<file path="src/rtl/dma_dreq_requester.sv">
// Peripheral-side DMA requester: drives one DREQ bit, counts DACK transfers, ends on count or EOP.
// Optional REQUEST watchdog is enabled by defining DREQ_TIMEOUT_EN.
module dma_dreq_requester #(
    parameter int CNT_W   = 8,
    parameter int TIMEOUT = 16
) (
    input  logic             Clock,
    input  logic             Reset,
    input  logic             Start,
    input  logic [CNT_W-1:0] XferCount,
    input  logic             DemandMode,
    input  logic             SenseDreq,
    input  logic             SenseDack,
    input  logic             Dack,
    input  logic             Eop_n,
    output logic             Dreq,
    output logic             Busy,
    output logic             Done,
    output logic             Terminated,
    output logic             TimeoutErr,
    output logic [CNT_W-1:0] Remaining,
    output logic [2:0]       StateDbg
);

    // Handshake: Dreq is a level request held until this channel's DACK rises;
    // each DACK rising edge (after polarity correction) is one completed transfer.
    typedef enum logic [2:0] {
        IDLE    = 3'd0,
        REQUEST = 3'd1,
        ACKED   = 3'd2,
        RELEASE = 3'd3,
        DONE    = 3'd4
    } state_t;

    state_t           state_q, state_d;
    logic             dreq_q, dreq_d;
    logic [CNT_W-1:0] remaining_q, remaining_d;
    logic             demand_q, demand_d;
    logic             term_q, term_d;
    logic             dack_act_q;
    logic             dack_act;
    logic             dack_rise;
    logic             eop;
    logic             timeout_hit;

    assign dack_act  = Dack ~^ SenseDack;
    assign dack_rise = dack_act & ~dack_act_q;
    assign eop       = ~Eop_n;

`ifdef DREQ_TIMEOUT_EN
    localparam int WAIT_W = $clog2(TIMEOUT + 1);

    logic [WAIT_W-1:0] wait_q;
    logic              tout_q;

    assign timeout_hit = (wait_q == WAIT_W'(TIMEOUT - 1));

    always_ff @(posedge Clock) begin
        if (Reset) begin
            wait_q <= '0;
            tout_q <= 1'b0;
        end else begin
            if (state_q == REQUEST && state_d == REQUEST)
                wait_q <= wait_q + 1'b1;
            else
                wait_q <= '0;
            if (state_q == IDLE && Start)
                tout_q <= 1'b0;
            else if (state_q == REQUEST && !eop && !dack_rise && timeout_hit)
                tout_q <= 1'b1;
        end
    end

    assign TimeoutErr = tout_q;
`else
    assign timeout_hit = 1'b0;
    // Watchdog compiled out: the flag is a constant zero.
    assign TimeoutErr  = (TIMEOUT < 0);
`endif

    always_comb begin
        state_d     = state_q;
        dreq_d      = 1'b0;
        remaining_d = remaining_q;
        demand_d    = demand_q;
        term_d      = term_q;
        unique case (state_q)
            IDLE: begin
                if (Start) begin
                    remaining_d = XferCount;
                    demand_d    = DemandMode;
                    term_d      = 1'b0;
                    state_d     = (XferCount == '0) ? DONE : REQUEST;
                end
            end
            REQUEST: begin
                // A transfer acknowledged on the EOP edge still counts.
                if (dack_rise && remaining_q != '0)
                    remaining_d = remaining_q - 1'b1;
                if (eop) begin
                    term_d  = 1'b1;
                    state_d = DONE;
                end else if (dack_rise) begin
                    if (remaining_q <= CNT_W'(1)) begin
                        state_d = DONE;
                    end else begin
                        state_d = ACKED;
                        dreq_d  = demand_q;
                    end
                end else if (timeout_hit) begin
                    state_d = DONE;
                end else begin
                    dreq_d = 1'b1;
                end
            end
            ACKED: begin
                if (eop) begin
                    term_d  = 1'b1;
                    state_d = DONE;
                end else begin
                    dreq_d = demand_q;
                    if (!dack_act)
                        state_d = RELEASE;
                end
            end
            RELEASE: begin
                if (eop) begin
                    term_d  = 1'b1;
                    state_d = DONE;
                end else begin
                    dreq_d  = demand_q;
                    state_d = REQUEST;
                end
            end
            DONE: begin
                state_d = IDLE;
            end
            default: begin
                state_d = IDLE;
            end
        endcase
    end

    always_ff @(posedge Clock) begin
        if (Reset) begin
            state_q     <= IDLE;
            dreq_q      <= 1'b0;
            remaining_q <= '0;
            demand_q    <= 1'b0;
            term_q      <= 1'b0;
            dack_act_q  <= 1'b0;
        end else begin
            state_q     <= state_d;
            dreq_q      <= dreq_d;
            remaining_q <= remaining_d;
            demand_q    <= demand_d;
            term_q      <= term_d;
            dack_act_q  <= dack_act;
        end
    end

    assign Dreq       = dreq_q ^ SenseDreq;
    assign Busy       = (state_q != IDLE);
    assign Done       = (state_q == DONE);
    assign Terminated = term_q;
    assign Remaining  = remaining_q;
    assign StateDbg   = state_q;

endmodule

</file>
<file path="config.mk">
export PLATFORM = sky130hd
export DESIGN_NAME = dma_dreq_requester
export DESIGN_NICKNAME = d
export VERILOG_FILES = /design/src/rtl/dma_dreq_requester.sv
export SDC_FILE = /design/constraint.sdc
export NUM_CORES = 1
export LEC_CHECK = 0
export CAP_MARGIN = 20
export CORE_UTILIZATION = 46
export CTS_CLUSTER_SIZE = 20
export DETAILED_ROUTE_END_ITERATION = 7
export PLACE_DENSITY = 0.78
export SETUP_SLACK_MARGIN = 0.1
export SLEW_MARGIN = 20
export SYNTH_ARGS = -nofsm -noshare
export SYNTH_HDL_FRONTEND = slang
export SYNTH_SLANG_ARGS = --single-unit
export TNS_END_PERCENT = 1
</file>
<file path="constraint.sdc">
create_clock -name Clock -period 2 [get_ports Clock]
set_input_delay 0.2 -clock Clock [delete_from_list [all_inputs] [get_ports Clock]]
set_output_delay 0.2 -clock Clock [all_outputs]
set_load 0.1 [all_outputs]
</file>
Yosys cells after proc, flatten, opt, wreduce, memory -nomap -nowiden. Index checks and enable logic that the tools add are counted. W data, S select, Z words.

Flip-flop bits (word level): 15. Word-level logic and storage cells: 54.

Add/sub/neg operators: 1. $lt $le $gt $ge: 1. Equal/unequal tests: 9. Mux-type cells: 20. Bitwise operators: 4. Reduce and logical (&&, ||, !) cells: 13.

Operators by type and width (number): $mux W3 (8); $mux W8 (2); $pmux W8 S2 (1); $pmux W3 S4 (1); $reduce_and A3 Y1 (3); $le A8 B1 Y1 const B (1); $logic_not A8 Y1 (1); $reduce_bool A8 Y1 (1); $sub A8 B1 Y8 const B (1); $eq A3 B2 Y1 const B (2); $mux W1 (6); $ne A2 B2 Y1 const B (3); $ne A3 B3 Y1 const B (2); $pmux W1 S2 (2); $reduce_bool A2 Y1 (2); $eq A3 B1 Y1 const B (1); $eq A3 B3 Y1 const B (1); $logic_not A3 Y1 (1); $reduce_bool A3 Y1 (1); $reduce_or A3 Y1 (1); $reduce_and A2 Y1 (1); $reduce_or A2 Y1 (1); $and A1 B1 Y1 (1); $logic_and A1 B1 Y1 (1); 3 further kinds (3).

Logic depth before layout (Yosys ltp). Gate-level depths: netlist of the first run.

Depth after elaboration: 5. Depth in mapped cells: 6.

Least setup slack after synthesis of the first run. OpenSTA, ideal clock, no wires.

Path kind: register -> output. Start: register state_q[0] (netlist: StateDbg[0]). End: output Done. Arrival time: 3.409 ns. Required time: 1.800 ns. Setup slack: -1.609 ns. Cell stages (with the launch flop): 4. Path buffers: 2. Path through: dfxtp_1 buf_4 clkbuf_1 nor3b_1.

Longest elaborated chain between the ends: 1.

Ends and longest elaborated chain: start: declaration (RTL line 35) `state_t state_q, state_d;`; start signal: assignment (RTL line 153) `state_q <= state_d;`; $eq A3 B3 Y1 (RTL line 164) `assign Done = (state_q == DONE);`; end: declaration (RTL line 18) `output logic Done,`.

Every way passes these cells.

Final worst setup path of the first run.
Start: register remaining_q[1] (netlist: Remaining[1]). End: register remaining_q[6] (netlist: Remaining[6]).

Longest elaborated chain between the ends: 4.

Ends and longest elaborated chain: start: declaration (RTL line 37) `logic [CNT_W-1:0] remaining_q, remaining_d;`; start signal: assignment (RTL line 155) `remaining_q <= remaining_d;`; branches (longest 4 deep; another with $sub A8 B1 Y8).

Parallel ways; which one is timed is not known. The select of a mux whose other input is x is not followed. A chain may end at the register's enable or synchronous reset.

==> results.py, run 1 <==
metrics = {
    "outcome": {
        "status": "finished clean",
    },
    "route": {
        "wire_per_inst_um": 15.37,
        "drc": 0,
        "drt_iter0_drc": 43,
        "antenna_left": 0,
        "drt-vias-per-instance": 6.176,
        "drt_wl_total_um": 2874,
        "num_vias": 1155,
        "first_pass_iters": 4,
    },
    "clock_tree": {
        "hold_buffers": 0,
        "cts_buffers": 3,
        "clockBufferDepth": 2,
        "clk_latency_ps": 300,
        "cts_tree": "yes",
        "root_buffer": "clkbuf_4",
        "cts_sinks": 15,
        "htreeDepth": 1,
        "clk_pin_slew_ps": 100,
    },
    "hold_path": {
        "holdPathEnd": "dreq_q",
        "hold_path_startpoint": "demand_q",
        "hp-class": "flop to flop",
        "whs_path_depth": 2,
    },
    "critical_path": {
        "r2r-end": "Remaining[6]",
        "cp-start-kind": "flop",
        "ff2ff_setup_slack_ps": 180,
        "max_stage_delay_ps": 420,
        "critPathRequiredTime_ps": 2180,
        "arrival_ps": 1990,
        "r2r-start": "Remaining[1]",
        "crit_chain": "inv_2 > ha_4 > or3b_1 > or4_1 > o311ai_2 > a21oi_1",
        "reg2regPathDepth": 6,
        "cp_max_fo": 6,
        "critical_path_class": "flop to flop",
        "endpoint_kind": "flop",
        "crit_slowest_cell": "or4_1",
    },
    "logic_synthesis": {
        "synth_area_leader_cell": "dfxtp_1",
        "async_flop_share_pct": 0,
        "yosysMostFrequentCell": "dfxtp_1",
        "ys_seq_elements": 15,
        "synth_area_leaders": "dfxtp_1 (28%), a21oi_1 (5.6%), nor2_1 (3.5%)",
        "synth_warnings": 0,
        "syn_area_um2": 1075,
        "synth_cell_types": 53,
        "synth_nets": 149,
        "synth_edf_count": 0,
        "synth_commonest_cells": "dfxtp_1 (15), a21oi_1 (12), nor2_1 (10), nand2_1 (8)",
        "yosysSeqAreaShare_pct": 27.94,
        "synth_top_area_share_pct": 27.94,
        "syn-instance-count": 131,
        "synthFlopType": "dfxtp_1",
        "synth_area_per_cell_um2": 8.204,
    },
    "power": {
        "power_switching_w": 0.001013,
        "p_int_w": 0.0008238,
        "p_clk_share_pct": 10.2,
        "ir_worst_vdd_uv": 731.1,
        "seqPwrFrac_pct": 27.2,
        "p_leak_nw": 0.5612,
        "combPwrFrac_pct": 62.7,
        "power_density_nw_per_um2": 1285,
        "netSwitchingFraction_pct": 55.16,
    },
    "sta": {
        "fin_ws_ps": 183.6,
        "slew_headroom_pct": 63.07,
        "final.period_utilization_pct": 90.82,
        "rsz0062_at_grt": "no",
        "fin_skew_ps": 11.92,
        "finalSetupViolations": 0,
        "fmax_mhz": 550.6,
        "timing_hold_violations_final": 0,
        "finalSetupTns_ps": 0,
        "period_minus_slack_ps": 1816,
        "slew_viol_final": 0,
        "tightest_slew_ps": 550.2,
    },
    "finish": {
        "multi_input_area_um2": 738.2,
        "drive_gt1_share_pct": 28.93,
        "fill_cells": 195,
        "seq_area_um2": 321.6,
        "diodes": 0,
        "layout.nets": 178,
        "syn_to_final_growth_pct": 33.06,
    },
    "global_route": {
        "grtUsageTotal_pct": 23.88,
        "grt_pass1_wl_um": 4623,
        "antenna_found_initial": 0,
        "grt_pass1_vias": 1045,
        "grt_max_degree": 25,
        "gr-total-overflow": 0,
    },
    "place": {
        "place_hpwl_um": 2105,
        "place_ws_ps": 93.55,
        "io_buffers": 30,
        "gp_congestion": 0.8643,
    },
    "floorplan": {
        "ios": 32,
        "rows": 17,
        "initial_utilization_pct": 48.59,
        "die-height_um": 50.34,
        "die_width_um": 50.34,
        "core_region_area_um2": 2212,
        "die_area_um2": 2534,
    },
    "job": {
        "drv_cap": 0,
    },
}
## cell type report
cell class,count,area share (%)
Sequential cell,15,22.48
Timing Repair Buffer,32,20.30
Tap cell,28,2.450
Inverter,5,1.312
Clock buffer,4,1.837
Multi-Input combinational cell,103,51.62
## cell families (layout without fill, tap and decap cells)
kind of cell | count (synthesis) | in the layout | synth area share, %
AOI/OAI and AO/OA | 45 | 45 | 29.80
xor gates and xnor gates | 2 | 2 | 1.630
adders and majority gates | 2 | 2 | 2.328
buffers and inverters | 13 | 41 | 6.984
DFF | 15 | 15 | 27.94
muxes | 2 | 2 | 1.863
other | 1 | 1 | 0.3489
and+or+nand+nor | 51 | 51 | 29.10
## through the flow
step / area [um^2] / power, W / hold WS [ps] / instances / util (%)
after floorplan: 1115 / 0.001398 / 310.7 / 131 / -
after global placement: 1384 / 0.001615 / 471.5 / 183 / 62.56
after detailed placement: 1384 / 0.001622 / 466.7 / 183 / 62.56
after CTS: 1423 / 0.001821 / 480.8 / 187 / 64.31
after global routing: 1430 / 0.001925 / 500.1 / 187 / 64.65
final: 1430 / 0.001837 / 474.2 / 187 / 64.65
## timing repair
| action | in CTS | in global routing |
|---|---|---|
| setup buffers | 0 | 0 |
| hold endpoints to repair | 0 | 0 |
| pin swaps | 0 | 0 |
| resized for setup | 2 | 3 |
| setup endpoints to repair | 1 | 2 |
## worst max path at each step
| stage | startpoint | to | slack [ps] |
|---|---|---|---|
| after CTS | Remaining[1] | Remaining[6] | 130 |
| final | Remaining[1] | Remaining[6] | 180 |
| after global routing | Remaining[0] | Remaining[6] | 120 |
| after detailed placement | SenseDack | Remaining[5] | 90 |
| after global placement | Remaining[0] | Remaining[6] | 130 |
| after floorplan | Remaining[1] | Remaining[6] | 70 |
## state kept, by name (all words and copies together) (netlist names)
signal      count
StateDbg        3
dack_act_q      1
Remaining       8
demand_q        1
dreq_q          1
Terminated      1
## critical path, delay by kind of cell, from the launching register on
family / cells / cell delay, ps
flip-flops: 1 / 380
AND/OR/NAND/NOR: 2 / 780
buffers and inverters: 1 / 70
AO/OA/AOI/OAI: 2 / 320
adder cells (fa/ha/maj): 1 / 150
## power by group through the flow
stage / sequential [W] / clock [W] / combinational (W)
global route: 0.000517 / 0.000196 / 0.00121
CTS: 0.000494 / 0.000186 / 0.00114
detailed placement: 0.000501 / 0 / 0.00112
finish: 0.000499 / 0.000187 / 0.00115
global placement: 0.000497 / 0 / 0.00112
floorplan: 0.000813 / 0 / 0.000585
## layout by cell type, fill, tap and decap left out, types with 3 or more instances in the layout
master,count
nor2b_1,4
nor2_1,10
o32ai_1,3
nand2_1,8
a21oi_1,12
nor3_1,5
dfxtp_1,4
clkbuf_4,3
nor4_1,3
dfxtp_2,8
a211oi_1,4
dfxtp_4,3
inv_2,3
nor3b_1,3
o21ai_0,5
or2_2,3
buf_4,16
clkdlybuf4s50_1,15
## metal layers
layer  part of all wire, %  up-vias  track usage (%)
met1                    47      542            34.01
met4                   1.6        0            11.11
met2                    45       44            35.78
met3                   5.7        7            2.424
met5                     0        -                0
li1                      -      562                -
Power figures use the tool's default switching activity.
==> run 2: changes to the inputs <==
--- a/config.mk
+++ b/config.mk
@@ -11,7 +11,7 @@
 export DETAILED_ROUTE_END_ITERATION = 7
 export PLACE_DENSITY = 0.78
 export SETUP_SLACK_MARGIN = 0.1
-export SLEW_MARGIN = 20
+export SLEW_MARGIN = 15
 export SYNTH_ARGS = -nofsm -noshare
 export SYNTH_HDL_FRONTEND = slang
 export SYNTH_SLANG_ARGS = --single-unit
==> results of run 2 <==
No change in the layout: final DEF, timing and power equal those of run 1.
==> run 3: changes to the inputs <==
--- a/config.mk
+++ b/config.mk
@@ -9,6 +9,7 @@
 export CORE_UTILIZATION = 46
 export CTS_CLUSTER_SIZE = 20
 export DETAILED_ROUTE_END_ITERATION = 7
+export GPL_TIMING_DRIVEN = 0
 export PLACE_DENSITY = 0.78
 export SETUP_SLACK_MARGIN = 0.1
 export SLEW_MARGIN = 15
==> results.py, run 3 (synthesis results as in run 1) <==
metrics = {
    "floorplan": {
        "die-height_um": 50.34,
        "die_width_um": 50.34,
        "initial_utilization_pct": 48.59,
        "die_area_um2": 2534,
        "core_region_area_um2": 2212,
        "ios": 32,
        "rows": 17,
    },
    "sta": {
        "finalSetupViolations": 0,
        "tightest_slew_ps": 957.9,
        "timing_hold_violations_final": 0,
        "slew_headroom_pct": 36.40,
        "fmax_mhz": 537.6,
        "final.period_utilization_pct": 93.01,
        "slew_viol_final": 0,
        "hold_slack_ps": 492.9,
        "rsz0062_at_grt": "yes",
        "fin_skew_ps": 0.5107,
        "period_minus_slack_ps": 1860,
    },
    "global_route": {
        "grt_pass1_vias": 1107,
        "grt_max_degree": 11,
        "grtUsageTotal_pct": 25.29,
        "gr-total-overflow": 0,
        "antenna_found_initial": 0,
        "grt_pass1_wl_um": 4947,
    },
    "route": {
        "antenna_left": 0,
        "drt_iter0_drc": 50,
        "drt-vias-per-instance": 6.316,
        "first_pass_iters": 4,
        "num_vias": 1219,
        "wire_per_inst_um": 15.57,
        "drt_wl_total_um": 3005,
        "drc": 0,
    },
    "clock_tree": {
        "cts_setup_buffers": 0,
        "cts_buffers": 3,
        "hold_buffers": 0,
        "cts_tree": "yes",
        "root_buffer": "clkbuf_4",
        "clk_pin_slew_ps": 100,
        "htreeDepth": 1,
        "clockBufferDepth": 2,
        "clk_latency_ps": 300,
        "cts_sinks": 15,
    },
    "hold_path": {
        "hp-class": "flop to flop",
        "hold_path_startpoint": "demand_q",
        "whs_path_depth": 2,
        "holdPathEnd": "dreq_q",
    },
    "place": {
        "io_buffers": 30,
        "placed_cell_area_um2": 1450,
        "gp_congestion": 0.9167,
        "place_hpwl_um": 2200,
    },
    "critical_path": {
        "crit_chain": "clkdlybuf4s50_1 > xor2_2 > clkdlybuf4s15_1",
        "max_stage_delay_ps": 830,
        "cp_max_fo": 1,
        "reg2regPathDepth": 5,
        "cp_top_family": "buffers and inverters",
        "r2r-end": "Remaining[6]",
        "critical_path_class": "input pin to output pin",
        "crit_buf_inv": 2,
        "crit_slowest_cell": "clkdlybuf4s15_1",
        "critPathRequiredTime_ps": 1800,
        "r2r-start": "StateDbg[1]",
        "endpoint_kind": "output pin",
        "arrival_ps": 1660,
        "ff2ff_setup_slack_ps": 170,
        "cp-start-kind": "input pin",
    },
    "finish": {
        "drive_gt1_share_pct": 21.21,
        "diodes": 0,
        "layout_commonest_cell": "clkdlybuf4s50_1",
        "post-route-util_pct": 66.29,
        "layout.nets": 184,
        "final_cell_mix": "clkdlybuf4s50_1 (15), a21oi_1 (12), dlygate4sd2_1 (12)",
        "finalInstanceArea_um2": 1466,
        "syn_to_final_growth_pct": 36.44,
        "largest_reg_flops": 8,
    },
    "power": {
        "power_density_nw_per_um2": 1255,
        "p_total_w": 0.001841,
        "p_leak_nw": 0.6032,
        "ir_worst_vdd_uv": 875.5,
    },
    "job": {
        "drv_cap": 0,
    },
    "outcome": {
        "status": "finished clean",
    },
}
==> run 3: routing by layer <==
| metal | track usage (%) | part of all wire, % | vias to the layer above |
|---|---|---|---|
| met5 | 0 | 0 | - |
| met2 | 39.11 | 47 | 78 |
| met3 | 6.061 | 9.2 | 11 |
| li1 | - | - | 565 |
| met1 | 33.33 | 42 | 565 |
| met4 | 10.65 | 1.1 | 0 |
==> run 3: layout make-up <==
type	instances	area (um^2)
Fill cell	207	745.7
Buffer	8	56.30
Inverter	5	18.77
Multi-Input combinational cell	103	730.7
Timing Repair Buffer	30	277.8
Clock buffer	4	26.28
Sequential cell	15	321.6
Tap cell	28	35.03
==> run 3: what timing repair did <==
item / 4_1_cts / 5_1_grt
pin swaps: 2 / 1
gates cloned: 0 / 0
setup endpoints to repair: 17 / 8
gates resized for setup: 20 / 8
==> run 3: worst reg2reg max path: cells and delay by family, from the launching register on <==
| kind | cells | cell delay [ps] |
|---|---|---|
| simple gates | 2 | 710 |
| compound gates | 2 | 470 |
| flops | 1 | 360 |
| buf+inv | 1 | 230 |
==> run 3: how the worst max path moves through the flow <==
stage	startpoint	endpoint	slack (ps)	depth (start not counted)
after global placement	StateDbg[0]	Done	-340	4
after CTS	StateDbg[0]	Busy	-50	4
after floorplan	Remaining[1]	Remaining[6]	70	6
final	SenseDreq	Dreq	140	3
after detailed placement	StateDbg[0]	Done	-340	4
after global routing	StateDbg[0]	Busy	80	4
==> run 3: power breakdown <==
group | leakage, nW | internal [W] | switching, W | total, W
Sequential | 0.128 | 0.000371 | 0.0000788 | 0.000449
Clock | 0.0150 | 0.0000778 | 0.000112 | 0.000190
Combinational | 0.460 | 0.000369 | 0.000832 | 0.00120
==> run 3: through the flow <==
step | cells | TNS [ps] | worst slack (ps)
after floorplan | 131 | 0 | 67.50
after global placement | 189 | -561.6 | -335.4
after detailed placement | 189 | -593.6 | -338.9
after CTS | 193 | -46.39 | -46.39
after global routing | 193 | 0 | 79.59
final | 193 | 0 | 139.8
